<file path="src/rtl/uart_work_assembler.sv">
// uart_work_assembler
// Receive-side packet assembler for the miner's serial link. Collects a
// 45-byte work packet (32-byte midstate, 12-byte data tail, XOR checksum)
// from the UART receiver and validates it. A good packet updates
// midstate/data with a one-cycle new_work strobe. A bad checksum, an
// inter-byte timeout or a UART framing error discards the partial packet
// with a pkt_error strobe and a sticky err_code.

module uart_work_assembler #(
    parameter int baud_rate     = 9600,
    parameter int sys_clk_freq  = 100000000,
    parameter int timeout_bytes = 4
) (
    input  logic         clk,
    input  logic         rst,
    input  logic         received,
    input  logic [7:0]   rx_byte,
    input  logic         recv_error,
    output logic [255:0] midstate,
    output logic [95:0]  data,
    output logic         new_work,
    output logic         busy,
    output logic         pkt_error,
    output logic [1:0]   err_code
);

    // Inter-byte gap, in clk cycles, after which a partial packet is dropped.
    localparam int timeout_cycles = timeout_bytes * 10 * (sys_clk_freq / baud_rate);
    localparam int timer_width    = $clog2(timeout_cycles + 1);

    localparam logic [timer_width-1:0] timer_load = timer_width'(timeout_cycles);
    localparam logic [timer_width-1:0] timer_one  = timer_width'(1);
    localparam logic [5:0]             last_index = 6'd44;

    localparam logic [1:0] err_checksum = 2'd1;
    localparam logic [1:0] err_timeout  = 2'd2;
    localparam logic [1:0] err_uart     = 2'd3;

    typedef enum logic {
        IDLE,
        COLLECT
    } state_t;

    state_t                 state_q, state_d;
    logic [5:0]             cnt_q, cnt_d;
    logic [7:0]             acc_q, acc_d;
    logic [351:0]           sr_q, sr_d;
    logic [timer_width-1:0] timer_q, timer_d;
    logic [255:0]           midstate_d;
    logic [95:0]            data_d;
    logic                   new_work_d;
    logic                   busy_d;
    logic                   pkt_error_d;
    logic [1:0]             err_code_d;

    // Next-state and datapath: decide what each received byte, gap cycle or
    // UART error does to the packet in progress.
    always_comb begin
        // NOTE: every signal gets a default first so no path can infer a latch.
        state_d     = state_q;
        cnt_d       = cnt_q;
        acc_d       = acc_q;
        sr_d        = sr_q;
        timer_d     = timer_q;
        midstate_d  = midstate;
        data_d      = data;
        new_work_d  = 1'b0;
        pkt_error_d = 1'b0;
        err_code_d  = err_code;

        case (state_q)
            IDLE: begin
                // A framing error here has no partial packet to abort; a byte
                // that arrives with it is not trusted and is dropped.
                if (received && !recv_error) begin
                    sr_d    = {sr_q[343:0], rx_byte};
                    acc_d   = rx_byte;
                    cnt_d   = 6'd1;
                    timer_d = timer_load;
                    state_d = COLLECT;
                end
            end

            COLLECT: begin
                if (recv_error) begin
                    // Error beats a simultaneous byte: the byte is dropped.
                    pkt_error_d = 1'b1;
                    err_code_d  = err_uart;
                    cnt_d       = 6'd0;
                    timer_d     = '0;
                    state_d     = IDLE;
                end else if (received) begin
                    if (cnt_q == last_index) begin
                        // Checksum byte: it is compared, never shifted in.
                        if (rx_byte == acc_q) begin
                            midstate_d = sr_q[351:96];
                            data_d     = sr_q[95:0];
                            new_work_d = 1'b1;
                        end else begin
                            pkt_error_d = 1'b1;
                            err_code_d  = err_checksum;
                        end
                        cnt_d   = 6'd0;
                        timer_d = '0;
                        state_d = IDLE;
                    end else begin
                        // A byte on the expiry cycle still wins and reloads.
                        sr_d    = {sr_q[343:0], rx_byte};
                        acc_d   = acc_q ^ rx_byte;
                        cnt_d   = cnt_q + 6'd1;
                        timer_d = timer_load;
                    end
                end else if (timer_q <= timer_one) begin
                    // This is the full-length gap cycle: abort now so a byte
                    // on the very next cycle already starts a fresh packet.
                    pkt_error_d = 1'b1;
                    err_code_d  = err_timeout;
                    cnt_d       = 6'd0;
                    timer_d     = '0;
                    state_d     = IDLE;
                end else begin
                    timer_d = timer_q - timer_one;
                end
            end

            default: begin
                state_d = IDLE;
                cnt_d   = 6'd0;
                timer_d = '0;
            end
        endcase

        busy_d = (state_d == COLLECT);
    end

    // State register: synchronous reset clears the partial packet and the
    // published work without raising an error.
    always_ff @(posedge clk) begin
        // NOTE: sequential state uses non-blocking assignments only, so every
        // register samples the values from before this edge.
        if (rst) begin
            state_q   <= IDLE;
            cnt_q     <= 6'd0;
            acc_q     <= 8'd0;
            sr_q      <= '0;
            timer_q   <= '0;
            midstate  <= '0;
            data      <= '0;
            new_work  <= 1'b0;
            busy      <= 1'b0;
            pkt_error <= 1'b0;
            err_code  <= 2'd0;
        end else begin
            state_q   <= state_d;
            cnt_q     <= cnt_d;
            acc_q     <= acc_d;
            sr_q      <= sr_d;
            timer_q   <= timer_d;
            midstate  <= midstate_d;
            data      <= data_d;
            new_work  <= new_work_d;
            busy      <= busy_d;
            pkt_error <= pkt_error_d;
            err_code  <= err_code_d;
        end
    end

endmodule

</file>
<file path="config.mk">
export PLATFORM = sky130hd
export DESIGN_NAME = uart_work_assembler
export DESIGN_NICKNAME = d
export VERILOG_FILES = /design/src/rtl/uart_work_assembler.sv
export SDC_FILE = /design/constraint.sdc
export NUM_CORES = 2
export LEC_CHECK = 0
export BUFFER_PORTS_ARGS = -buffer_cell sky130_fd_sc_hd__buf_4
export CAP_MARGIN = 10
export CORE_ASPECT_RATIO = 0.7
export CORE_UTILIZATION = 61
export DETAILED_ROUTE_END_ITERATION = 10
export HOLD_SLACK_MARGIN = 0.03
export PLACE_DENSITY_LB_ADDON = 0.08
export REMOVE_ABC_BUFFERS = 1
export SETUP_SLACK_MARGIN = 0.02
export SYNTH_ARGS = -nofsm -noshare
export SYNTH_HDL_FRONTEND = slang
export SYNTH_SLANG_ARGS = --single-unit
</file>
<file path="constraint.sdc">
create_clock -name clk -period 6.6 [get_ports clk]
set_clock_uncertainty 0.1 [all_clocks]
set_input_delay 0.99 -clock clk [delete_from_list [all_inputs] [get_ports clk]]
set_output_delay 0.99 -clock clk [all_outputs]
set_load 0.05 [all_outputs]
</file>
* Word-level counts from Yosys, hierarchy flattened
Index checks and enable logic that the tools add are counted.
** Storage, ports and cells
- Register bits :: 742
- Latch bits :: 0
- Memory bits (writable) :: 0
- Memory bits (read-only) :: 0
- Output and inout port bits :: 357
- Memories kept :: 0
** Cells by class
- $add $sub $neg :: 2
- Multipliers :: 0
- Div/mod/pow operators :: 0
- $lt $le $gt $ge :: 1
- Eq/ne operators :: 9
- Shift-type cells :: 0
- Muxes and demuxes :: 39
- Bitwise logic cells :: 5
- Reductions and logical operators :: 9
** Operator list (number)
- $mux W352 :: 4
- $pmux W352 S2 :: 1
- $mux W19 :: 5
- $pmux W19 S2 :: 1
- $mux W8 :: 4
- $mux W6 :: 5
- $le A19 B1 Y1 const B :: 1
- $sub A19 B1 Y19 const B :: 1
- $pmux W8 S2 :: 1
- $pmux W6 S2 :: 1
- $mux W1 :: 11
- $mux W2 :: 5
- $eq A8 B8 Y1 :: 1
- $ne A2 B2 Y1 const B :: 4
- $reduce_and A4 Y1 :: 2
- $xor A8 B8 Y8 :: 1
- $add A6 B1 Y6 const B :: 1
- $eq A6 B6 Y1 const B :: 1
- $reduce_and A5 Y1 :: 1
- $reduce_or A5 Y1 :: 1
- $ne A4 B3 Y1 const B :: 1
- $not A1 Y1 :: 4
- $ne A3 B1 Y1 const B :: 1
- $ne A3 B3 Y1 const B :: 1
- 6 further kinds :: 6

* Depth between registers and ports, before layout
- Depth in word-level cells :: 5
- Gate-level depth with buffers :: 10
- Gate-level depth less buffers :: 7

* Worst setup path before layout
OpenSTA, ideal clock, no wires.
- Path kind :: input -> register
- Start :: in received
- End :: reg data[0]
- Arrival time :: 2291 ps
- Required time :: 6368 ps
- Slack :: 4076 ps
- Stages :: 8
- Path buffers :: 3
- Path through :: nor2b_1 nand2_1 or4_1 buf_2 buf_6 buf_6 nand2_1 a21oi_1
** On the way
- Cells in the longest elaborated chain, start to end :: 1
** RTL lines
- start, declared :: line 16 : input logic received,
- $reduce_and A5 Y1 (no source line)
- end signal, assigned :: line 160 : data <= data_d;
- end, declared :: line 20 : output logic [95:0] data,
No other way between the ends.
A chain may end at the register's enable or synchronous reset.

* Worst setup path after layout
- Start :: reg state_q
- End :: reg sr_q[221]
** On the way
- Cells in the longest elaborated chain, start to end :: 3
** RTL lines
- start, declared :: line 44 : state_t state_q, state_d;
- start signal, assigned :: line 154 : state_q <= state_d;
- $not A1 Y1
- $ne A2 B2 Y1 (no source line)
- $reduce_and A4 Y1 (no source line)
- end signal, assigned :: line 157 : sr_q <= sr_d;
- end, declared :: line 47 : logic [351:0] sr_q, sr_d;
Several ways; a longest one is shown, not always the timed one.

==> results.sh <==
export IMPL_route_vias_total=22150
export IMPL_cpMaxStageDelayCell="buf_4"
export IMPL_powerDensity_mw_per_mm2=281.9
export IMPL_cp_max_fo=91
export IMPL_grt_pass1_vias=20290
export IMPL_outcome="complete, no violations"
export IMPL_cpLargestDelayFamily="simple AND/OR/NAND/NOR gates"
export IMPL_cts_root_buf="clkbuf_16"
export IMPL_cp_num_buf_inv=1
export IMPL_setup_violations=0
export IMPL_synth_seq_area_share_pct=56.87
export IMPL_antenna_found_initial=0
export IMPL_hold_class="register to register"
export IMPL_synthSimpleGateAreaFrac_pct=22.57
export IMPL_wl_per_cell_um=15.19
export IMPL_drc=0
export IMPL_initial_core_util_pct=61.82
export IMPL_synth_mux_area_share_pct=0
export IMPL_io_buffers=368
export IMPL_ys_seq_elements=742
export IMPL_cpMostUsedCell="nand2_1"
export IMPL_peakVddDrop_v=0.0002377
export IMPL_ys_types=46
export IMPL_critical_path_class="register to register"
export IMPL_grt_overflow=0
export IMPL_power_uw=8670
export IMPL_netlist_area_mm2=0.02612
export IMPL_htree_levels=3
export IMPL_required_ns=6.99
export IMPL_p_leak_uw=0.01081
export IMPL_crit_chain="and4b_1 > nand2_1 > nand2_4 > buf_4 > nand2_1 > a21oi_1"
export IMPL_yosys_area_top_type_share_pct=56.87
export IMPL_io_pins=369
export IMPL_fin_tns_setup_ns=0
export IMPL_synth_compound_area_share_pct=14.95
export IMPL_min_period_ns=3.638
export IMPL_antennaDiodeCount=0
export IMPL_drtAntennaViolNets=0
export IMPL_synth_largest_area_cell="dfxtp_1"
export IMPL_ys_async_sr_fraction_pct=0
export IMPL_synth_area_leaders="dfxtp_1, nand2_1, a21oi_1"
export IMPL_cts_tree="done"
export IMPL_end_kind="register"
export IMPL_timing_fmax_mhz=274.9
export IMPL_core_mm2=0.04225
export IMPL_startpoint_type="register"
export IMPL_avgSynthCellArea_um2=7.893
export IMPL_drive_above_1_share_pct=13.92
export IMPL_final_core_util_pct=72.79
export IMPL_synth_top_family_by_area="simple AND/OR/NAND/NOR gates"
export IMPL_max_stage_delay_ns=0.87
export IMPL_fill_cells=3267
export IMPL_grt_start_max_net_pins=241
export IMPL_die_area_mm2=0.04366
export IMPL_synth_ff_type="dfxtp_1"
export IMPL_routed_wl_um=62530
export IMPL_worstMarginPinSlew_ns=1.159
export IMPL_place_hpwl_um=37060
export IMPL_stdcell_count=4116
export IMPL_grt_pass1_wl_um=100400
export IMPL_rsz0062_at_grt="false"
export IMPL_std_cell_rows=63
export IMPL_synth_common_cells="nand2_1, dfxtp_1, a21oi_1"
export IMPL_post_cts_resized=0
export IMPL_synthCells=3309
export IMPL_clock_sinks=742
export IMPL_dr_first_iter_drc_count=2147
export IMPL_cp_arrival_ns=4.03
export IMPL_gp_congestion=0.8032
export IMPL_dp_slack_ns=2.421
export IMPL_post_cts_buffers=0
export IMPL_yosysMostFrequentCell="nand2_1"
export IMPL_clkLatencyLatePin_ns=0.59
export IMPL_synth_warnings=0
export IMPL_synth_edf_count=0
export IMPL_clockBufferDepth=3
export IMPL_die_h_um=175.1
export IMPL_area_delta_synth_final_pct=17.75
export IMPL_synth_xor_area_share_pct=0.5701
export IMPL_dp_cells=3998
export IMPL_die_w_um=249.3
export IMPL_avgViaCountPerCell=5.382
export IMPL_synthAdderAreaFrac_pct=0.1916
export IMPL_grtUsageTotal_pct=27.58
export IMPL_relSlewSlack_pct=22.76
export IMPL_hold_viol=0
export IMPL_cts_hold_buf=0
export IMPL_drv_slew=0
export IMPL_cts_made_buffers=67
export IMPL_min_period_over_period_pct=55.11
export IMPL_drv_cap=0
export IMPL_setup_slack_ns=2.962
export IMPL_clk_pin_slew_ns=0.06
export IMPL_dr_pass1_iters=6
export IMPL_num_nets_final=3531
layout make-up:
type	instances	area (um2)	share of cell area [%]
Sequential cell	742	14850	48.30
Multi-Input combinational cell	2312	10030	32.60
Timing Repair Buffer	385	2973	9.666
Clock buffer	102	2043	6.644
Tap cell	552	690.7	2.246
Clock inverter	16	140.1	0.4557
Inverter	7	26.28	0.08544
per-stage QoR:
step / area [um2] / hold slack, ns
detailed placement: 28570 / 0.3433
finish: 30750 / 0.3495
CTS: 30750 / 0.3523
global route: 30750 / 0.3658
floorplan: 24880 / 0.3305
global placement: 28570 / 0.3379
worst register-to-register path: stages (launching register included):
cell and delay [ns]:
dfxtp_1 0.78, and4b_1 0.41, nand2_1 0.21, nand2_4 0.77
buf_4 0.89, nand2_1 0.21, a21oi_1 0.18
flip-flops by register name (all words and copies together), names as in the netlist:
register   cells
data          96
acc_q          8
timer_q       19
sr_q         352
state_q        1
err_code       2
pkt_error      1
cnt_q          6
new_work       1
midstate     256
power by group:
group / total, uW / switching (uW) / internal, uW
Sequential: 4520 / 26.0 / 4500
Combinational: 297 / 230 / 66.9
Clock: 3850 / 1630 / 2220
Total: 8670 / 1890 / 6780
kinds of logic (layout without fill, tap and decap cells):
logic type | after synthesis | count (layout)
XOR/XNOR | 17 | 17
flip-flops | 742 | 742
buffers and inverters | 255 | 510
AND/OR/NAND/NOR | 1526 | 1526
AO/OA/AOI/OAI | 765 | 765
adder cells (fa/ha/maj) | 4 | 4
path summary, 6_finish.rpt:
| path | startpoint | endpoint | slack [ns] | cells past startpoint |
|---|---|---|---|---|
| max | state_q | sr_q[221] | 2.96 | 6 |
| min | midstate[104] | midstate[104] | 0.35 | 2 |
| max reg2reg | state_q | sr_q[221] | 2.96 | 6 |
| min reg2reg | midstate[104] | midstate[104] | 0.35 | 2 |
metal layers:
| metal | wire [um] | track usage [%] |
|---|---|---|
| met1 | 26600 | 35.81 |
| met2 | 29830 | 45.02 |
| met3 | 4083 | 6.197 |
| met4 | 2015 | 10.42 |
| met5 | 0 | 0 |
cell usage in the layout, fill, tap and decap left out, types with 3 or more instances in the layout:
cell       netlist  final
dfxtp_1        742    742
o21ai_0         10     10
nand3_1          7      7
a31oi_1          5      5
clkbuf_8         0     15
a211oi_1         4      4
buf_4            2    378
buf_12           0      6
ha_1             4      4
a21oi_1        726    725
xnor2_1         17     17
inv_1            7      7
or3_1            3      3
nor4_1          11     10
nor3_1          15     15
clkinv_2         0     11
nor2_1          22     22
nand2_1       1438   1437
nand2b_1         6      6
a311oi_1         4      4
clkbuf_1       156     16
nand4_1          6      6
clkbuf_16        0     71
o22ai_1          3      3
Note: power is estimated with default switching activity, not from simulation.
